$ cat src/rtl/gray_pkg.sv
// Shared definitions for the Gray-code source and the Gray-to-binary converter.
// The encoder works at a fixed maximum width; callers zero-extend in and truncate out.
package gray_pkg;

  localparam int GRAY_DATA_WIDTH = 16;
  localparam int GRAY_MAX_W      = 64;

  typedef enum logic [0:0] {
    IDLE = 1'b0,
    RUN  = 1'b1
  } state_t;

  // Zero-extension is harmless: the top Gray bit becomes b[msb] ^ 0 = b[msb].
  function automatic logic [GRAY_MAX_W-1:0] bin2gray(input logic [GRAY_MAX_W-1:0] bin);
    return bin ^ (bin >> 1);
  endfunction

endpackage

$ cat src/rtl/gray_seq_gen_if.sv
// Output stream of the Gray-code source.
// A word transfers on a rising edge where out_valid and out_ready are both high; once
// out_valid rises, out_valid and out_gray hold unchanged until that transfer happens.
interface gray_seq_gen_if #(
  parameter int DATA_WIDTH = gray_pkg::GRAY_DATA_WIDTH
);
  logic [DATA_WIDTH-1:0] out_gray;
  logic                  out_valid;
  logic                  out_ready;

  modport master (output out_gray, output out_valid, input out_ready);
  modport slave  (input out_gray, input out_valid, output out_ready);
endinterface

$ cat src/rtl/gray_seq_gen.sv
// Emits a run of consecutive Gray codes (up or down, modulo 2^DATA_WIDTH) from a
// binary start value over a valid/ready stream. All outputs are registered.
module gray_seq_gen
  import gray_pkg::*;
#(
  parameter int DATA_WIDTH = GRAY_DATA_WIDTH
) (
  input  logic                  clk,
  input  logic                  reset,
  input  logic                  start,
  input  logic                  dir,
  input  logic [DATA_WIDTH-1:0] start_value,
  input  logic [DATA_WIDTH-1:0] length,
  gray_seq_gen_if.master        stream,
  output logic                  busy,
  output logic                  done,
  output state_t                dbg_state
);

  state_t                state;
  logic [DATA_WIDTH-1:0] bin;
  logic [DATA_WIDTH-1:0] remaining;
  logic                  dir_q;
  logic [DATA_WIDTH-1:0] next_bin;
  logic [DATA_WIDTH-1:0] start_gray;
  logic [DATA_WIDTH-1:0] next_gray;
  logic                  handshake;

  assign dbg_state = state;
  assign handshake = stream.out_valid && stream.out_ready;

  always_comb begin
    next_bin   = dir_q ? (bin - DATA_WIDTH'(1)) : (bin + DATA_WIDTH'(1));
    start_gray = DATA_WIDTH'(bin2gray(GRAY_MAX_W'(start_value)));
    next_gray  = DATA_WIDTH'(bin2gray(GRAY_MAX_W'(next_bin)));
  end

  always_ff @(posedge clk) begin
    if (reset) begin
      state            <= IDLE;
      bin              <= '0;
      remaining        <= '0;
      dir_q            <= 1'b0;
      stream.out_gray  <= '0;
      stream.out_valid <= 1'b0;
      busy             <= 1'b0;
      done             <= 1'b0;
    end else begin
      done <= 1'b0;
      case (state)
        IDLE: begin
          // A zero-length request is dropped without any visible effect.
          if (start && (length != '0)) begin
            state            <= RUN;
            bin              <= start_value;
            remaining        <= length;
            dir_q            <= dir;
            stream.out_gray  <= start_gray;
            stream.out_valid <= 1'b1;
            busy             <= 1'b1;
          end
        end
        RUN: begin
          if (handshake) begin
            if (remaining == DATA_WIDTH'(1)) begin
              // out_gray keeps the last word; only valid/busy drop.
              state            <= IDLE;
              stream.out_valid <= 1'b0;
              busy             <= 1'b0;
              done             <= 1'b1;
            end else begin
              remaining       <= remaining - DATA_WIDTH'(1);
              bin             <= next_bin;
              stream.out_gray <= next_gray;
            end
          end
        end
        default: state <= IDLE;
      endcase
    end
  end

endmodule
$ cat src/flat_wrapper.sv
// flat-port wrapper written by rule: the top's interface ports become plain ports
module gray_seq_gen_flat import gray_pkg::*;
#(
  parameter int DATA_WIDTH = GRAY_DATA_WIDTH
)
  (clk, reset, start, dir, start_value, length, busy, done, dbg_state, stream_out_gray, stream_out_valid, stream_out_ready);
  gray_seq_gen_if #(.DATA_WIDTH(DATA_WIDTH)) stream_i ();
  input  logic clk;
  input  logic reset;
  input  logic start;
  input  logic dir;
  input  logic [DATA_WIDTH-1:0] start_value;
  input  logic [DATA_WIDTH-1:0] length;
  output logic busy;
  output logic done;
  output state_t dbg_state;
  output wire logic [$bits(stream_i.out_gray)-1:0] stream_out_gray;
  output wire logic [$bits(stream_i.out_valid)-1:0] stream_out_valid;
  input wire logic [$bits(stream_i.out_ready)-1:0] stream_out_ready;
  assign stream_out_gray = stream_i.out_gray;
  assign stream_out_valid = stream_i.out_valid;
  assign stream_i.out_ready = stream_out_ready;
  gray_seq_gen #(.DATA_WIDTH(DATA_WIDTH)) u_core (.clk(clk), .reset(reset), .start(start), .dir(dir), .start_value(start_value), .length(length), .stream(stream_i), .busy(busy), .done(done), .dbg_state(dbg_state));
endmodule
$ cat config.mk
export PLATFORM = sky130hd
export DESIGN_NAME = gray_seq_gen_flat
export DESIGN_NICKNAME = d
export VERILOG_FILES = /design/src/rtl/gray_pkg.sv /design/src/rtl/gray_seq_gen_if.sv /design/src/rtl/gray_seq_gen.sv /design/src/flat_wrapper.sv
export SDC_FILE = /design/constraint.sdc
export NUM_CORES = 1
export LEC_CHECK = 0
export ABC_CLOCK_PERIOD_IN_PS = 2400
export BUFFER_PORTS_ARGS = -buffer_cell sky130_fd_sc_hd__buf_4
export CAP_MARGIN = 0
export CORE_UTILIZATION = 30
export DETAILED_ROUTE_END_ITERATION = 8
export PLACE_DENSITY_LB_ADDON = 0.05
export SYNTH_ARGS = -nofsm -noshare
export SYNTH_HDL_FRONTEND = slang
export SYNTH_SLANG_ARGS = --single-unit
export TNS_END_PERCENT = 5
$ cat constraint.sdc
create_clock -name clk -period 2.4 [get_ports clk]
set_input_delay 0.36 -clock clk [delete_from_list [all_inputs] [get_ports clk]]
set_output_delay 0.36 -clock clk [all_outputs]
set_load 0.02 [all_outputs]
# == Word-level counts from Yosys, hierarchy flattened ==
# Cells that the tools add are included.
# op_classes
add_sub_neg,3
n_mul,0
div,0
order_cmp,0
eq_ne,5
shifts,0
muxes,22
n_bitwise,4
n_reduce_logical,7
# op_table
op,count
16-bit two-way mux,10
16-bit one-hot mux with 2 select lines,3
"16-bit by 1-bit subtractor with 16-bit output, second input constant",2
16-bit by 15-bit bitwise XOR with 16-bit output,2
"16-bit by 1-bit adder with 16-bit output, second input constant",1
"16-bit by 1-bit equality test with 1-bit output, second input constant",1
16-bit nonzero test,1
1-bit two-way mux,7
"2-bit != test, second input constant",3
3-bit AND reduction,2
1-bit one-hot mux with 2 select lines,2
3-bit OR reduction,1
1-bit logical AND,2
"2-bit by 1-bit != test with 1-bit output, second input constant",1
1-bit inverter,2
2-bit AND reduction,1
# word_totals
reg_bits,52
latch_bits,0
ram_bits,0
romBits,0
inputBits,37
output_inout_bits,20
elab_cells,48
mem_count,0

# == Longest topological paths before layout ==
# logic_depth
word_depth,6
mapped_depth,10
ltp_nobuf,8

# == Least setup slack after synthesis ==
# No wires, ideal clock.
# synth_timing
path_type,reg-to-reg
start,reg u_core.dir_q
end,reg u_core.bin[15]
setup_ps,116
arrival_time_ps,2480
required_time_ps,2284
path_slack_ps,-196
path_stages_with_launch,10
path_buffers,1
synth_period_minus_slack_ps,2596
path_cell_list,dfxtp_1 > ha_1 > buf_2 > a211oi_1 > o211ai_1 > a221oi_1 > nand2b_1 > xnor2_1 > o211a_1 > a31o_2
# synth_between
elab_chain_len,4
# synth_lines
element,line,rtl
from (decl),gray_seq_gen.sv:23,logic dir_q;
from (signal assigned),gray_seq_gen.sv:57,dir_q <= dir;
16-bit two-way mux,gray_seq_gen.sv:33,next_bin = dir_q ? (bin - DATA_WIDTH'(1)) : (bin + DATA_WIDTH'(1));
16-bit two-way mux,gray_seq_gen.sv:65,if (remaining == DATA_WIDTH'(1)) begin
16-bit two-way mux,gray_seq_gen.sv:64,if (handshake) begin
16-bit one-hot mux with 2 select lines,gray_seq_gen.sv:50,case (state)
to (signal assigned),gray_seq_gen.sv:55,bin <= start_value;
to (signal assigned),gray_seq_gen.sv:73,bin <= next_bin;
to (decl),gray_seq_gen.sv:21,logic [DATA_WIDTH-1:0] bin;
# No other way between the ends. The select of a mux whose other input is x is not followed.
# A chain may end at the register's enable or synchronous reset.

# == Worst setup path in the final report ==
# Same ends and word-level chain as after synthesis.

==> run summary <==
port buffer count -> 56
crit path kind -> flip-flop to flip-flop
unrepaired setup endpoints after global routing -> true
nets -> 620
Slew Viols, Final -> 0
initial antenna violation count -> 0
num ports -> 57
n_diodes -> 0
Cell Area, Placed -> 4650 sq um
initial DRC count -> 211
via count -> 3722
# Max-Cap Violations -> 0
clock network latency to the later pin of the worst-skew pair -> 300 ps
Synth area leaders -> dfxtp_1, a21oi_1, xnor2_1
outcome -> finished, violations left
Row Count -> 40
total die area -> 13100 sq um
post-synthesis sequential area ratio -> 27.0%
Req. time, crit path -> 2590 ps
Post-synth top flop -> dfxtp_1
fillers -> 1222
Synth top area share -> 27.0%
setup violators final -> 3
FFs w/ async S/R, synth -> 0%
first-pass GRT wire length -> 18.2 mm
Final Hold Vio Count -> 0
layout cell share with drive strength beyond 1 -> 33.0%
Synth Warn # -> 0
1st-pass router iterations -> 5
Worst Tran Pin Value -> 643 ps
Worst Clk Skew -> 6.19 ps
placed cells -> 722
number of global-route vias before repair -> 3511
crit path DAT -> 2630 ps
initial core utilization -> 31.1%
Layout area overhead -> 36.7%
Final Util -> 42.5%
chip height -> 114 microns
CP Launch Type -> flip-flop
total track usage -> 17.4%
Vias/cell -> 5.06
hold bufs inserted after CTS -> 0
largest net degree at the start of global routing -> 51
crit path time final -> 2440 ps
Cell variety after synth -> 66
Net Count, Synth -> 529
crit share post-route -> 102%
most common cell after layout, fill and taps aside -> buf_4
cell taking the most area after synthesis -> dfxtp_1
clk sinks -> 51
CTS buffer count -> 5
total grt overflow -> 0
DRT Wirelength -> 11.1 mm
antenna viol nets, final -> 0
Max-Slew Margin vs Limit -> 57.2%
Die X -> 114 microns
Cell Pwr Density -> 589 nW/um^2
Layout Cells excl Fill -> 735
Placer Congestion -> 0.766
synthesized area -> 3780 sq um
clock tree from TritonCTS -> done
post-route design area -> 5170 sq um
Bufs on Longest Clock Path -> 2
final setup margin -> -40.5 ps
clock slew at reported path FFs -> 70 ps
Crit. End Element -> flip-flop
synthesized area per cell -> 7.96 sq um
H-tree Lvls -> 2
clock root buffer -> clkbuf_16
failing checks -> setup timing
Peak VDD IR -> 0.261 mV
Max Fclk -> 0.410 GHz
setup tns final -> -81.4 ps
Core ar. -> 12200 sq um
EDFF count, synth -> 0
HP Class -> primary input to flip-flop
Yosys reg bits -> 51
LEAKAGE -> 2.12 nW
routed wire length per instance -> 15.1 microns
DRC errors left -> 0
DP Wirelength -> 8.09 mm
Synth Instances -> 475
most frequent cells in the layout -> buf_4, nor2_1, dfxtp_1, nand2_1, a21oi_1
crit-path max FO -> 8
-- per-layer routing --
metal,global-route usage [%],up-vias,part of all wire (%),wire [microns]
met2,26.7,69,44,4880
met5,0,-,0,0
li1,-,1910,-,-
met1,25.7,1738,52,5830
met4,3.38,0,0.53,59
met3,2.59,5,3.1,339
-- area by class of cell --
cell class / instances / area [sq um] / share of cell area (%)
multi-input cells: 385 / 2840 / 55.0
flip-flops and latches: 51 / 1030 / 19.9
clock buffers: 7 / 164 / 3.17
clock inverters: 1 / 5.00 / 0.0969
inverters: 9 / 33.8 / 0.654
repair buffers: 114 / 888 / 17.2
well taps: 168 / 210 / 4.07
-- where the power goes --
part / switching [mW] / internal, mW / total, mW
clock network: 0.340 / 0.478 / 0.818
logic: 0.644 / 0.578 / 1.22
registers: 0.0749 / 0.927 / 1.00
total: 1.06 / 1.98 / 3.04
-- worst max-delay path, cell delays in order, from the launching register on --
cell and delay [ps]:
dfxtp_4 390, buf_12 160, buf_6 120, ha_4 220
a21o_1 180, a22oi_2 300, buf_4 180, a211oi_4 60
nand2b_4 160, xnor2_2 140, o211a_1 230, a31o_2 200
-- flip-flops by register name (all words and copies together) (netlist names) --
register	cells
u_core.done	1
u_core.stream.out_gray	15
u_core.bin	16
u_core.dir_q	1
u_core.stream.out_valid	1
u_core.remaining	16
u_core.dbg_state	1
-- timing repair --
action | 4_1_cts | 5_1_grt
resized for setup | 10 | 38
pin swaps | 1 | 23
setup endpoints to repair | 13 | 19
buffers inserted | 0 | 5
-- worst paths after layout --
path / start / end / slack, ps / cells past startpoint
hold reg to reg: u_core.stream.out_gray[0]$_SDFFE_PP0P_ / u_core.stream.out_gray[0]$_SDFFE_PP0P_ / 460 / 2
hold / removal: dir / u_core.dir_q$_SDFFE_PP0P_ / 300 / 3
setup / recovery: u_core.dir_q$_SDFFE_PP0P_ / u_core.bin[15]$_SDFFE_PP0P_ / -40 / 11
setup reg to reg: u_core.dir_q$_SDFFE_PP0P_ / u_core.bin[15]$_SDFFE_PP0P_ / -40 / 11
-- kinds of logic after synthesis --
group / after synthesis / synth area share [%]
fa+ha+maj: 17 / 5.83
xor+xnor: 43 / 9.96
mux: 9 / 2.45
compound gates: 149 / 27.9
buf+inv: 39 / 5.63
simple gates: 167 / 21.3
flops: 51 / 27.0
-- cells in the mapped netlist, drive strengths merged, types with 5 or more instances --
| library cell | count |
|---|---|
| a21o | 9 |
| clkbuf | 13 |
| ha | 16 |
| nand3 | 10 |
| nor3 | 14 |
| nand2 | 48 |
| nand4 | 6 |
| nor2 | 57 |
| mux2i | 7 |
| xnor2 | 25 |
| o21ai | 18 |
| a211oi | 24 |
| and3 | 7 |
| inv | 8 |
| dfxtp | 51 |
| a21oi | 49 |
| nor4 | 6 |
| a22oi | 5 |
| nand2b | 7 |
| xor2 | 18 |
| buf | 17 |
| a221oi | 5 |
-- stage by stage --
stage	hold WS (ps)	power, mW	worst slack [ps]
final	304	3.04	-40.5
after global routing	310	3.23	-133
after CTS	303	2.99	-41.5
after floorplan	449	1.74	77.0
after detailed placement	445	2.13	-148
after global placement	443	2.12	-98.3
Note: power is estimated with default switching activity, not from simulation.
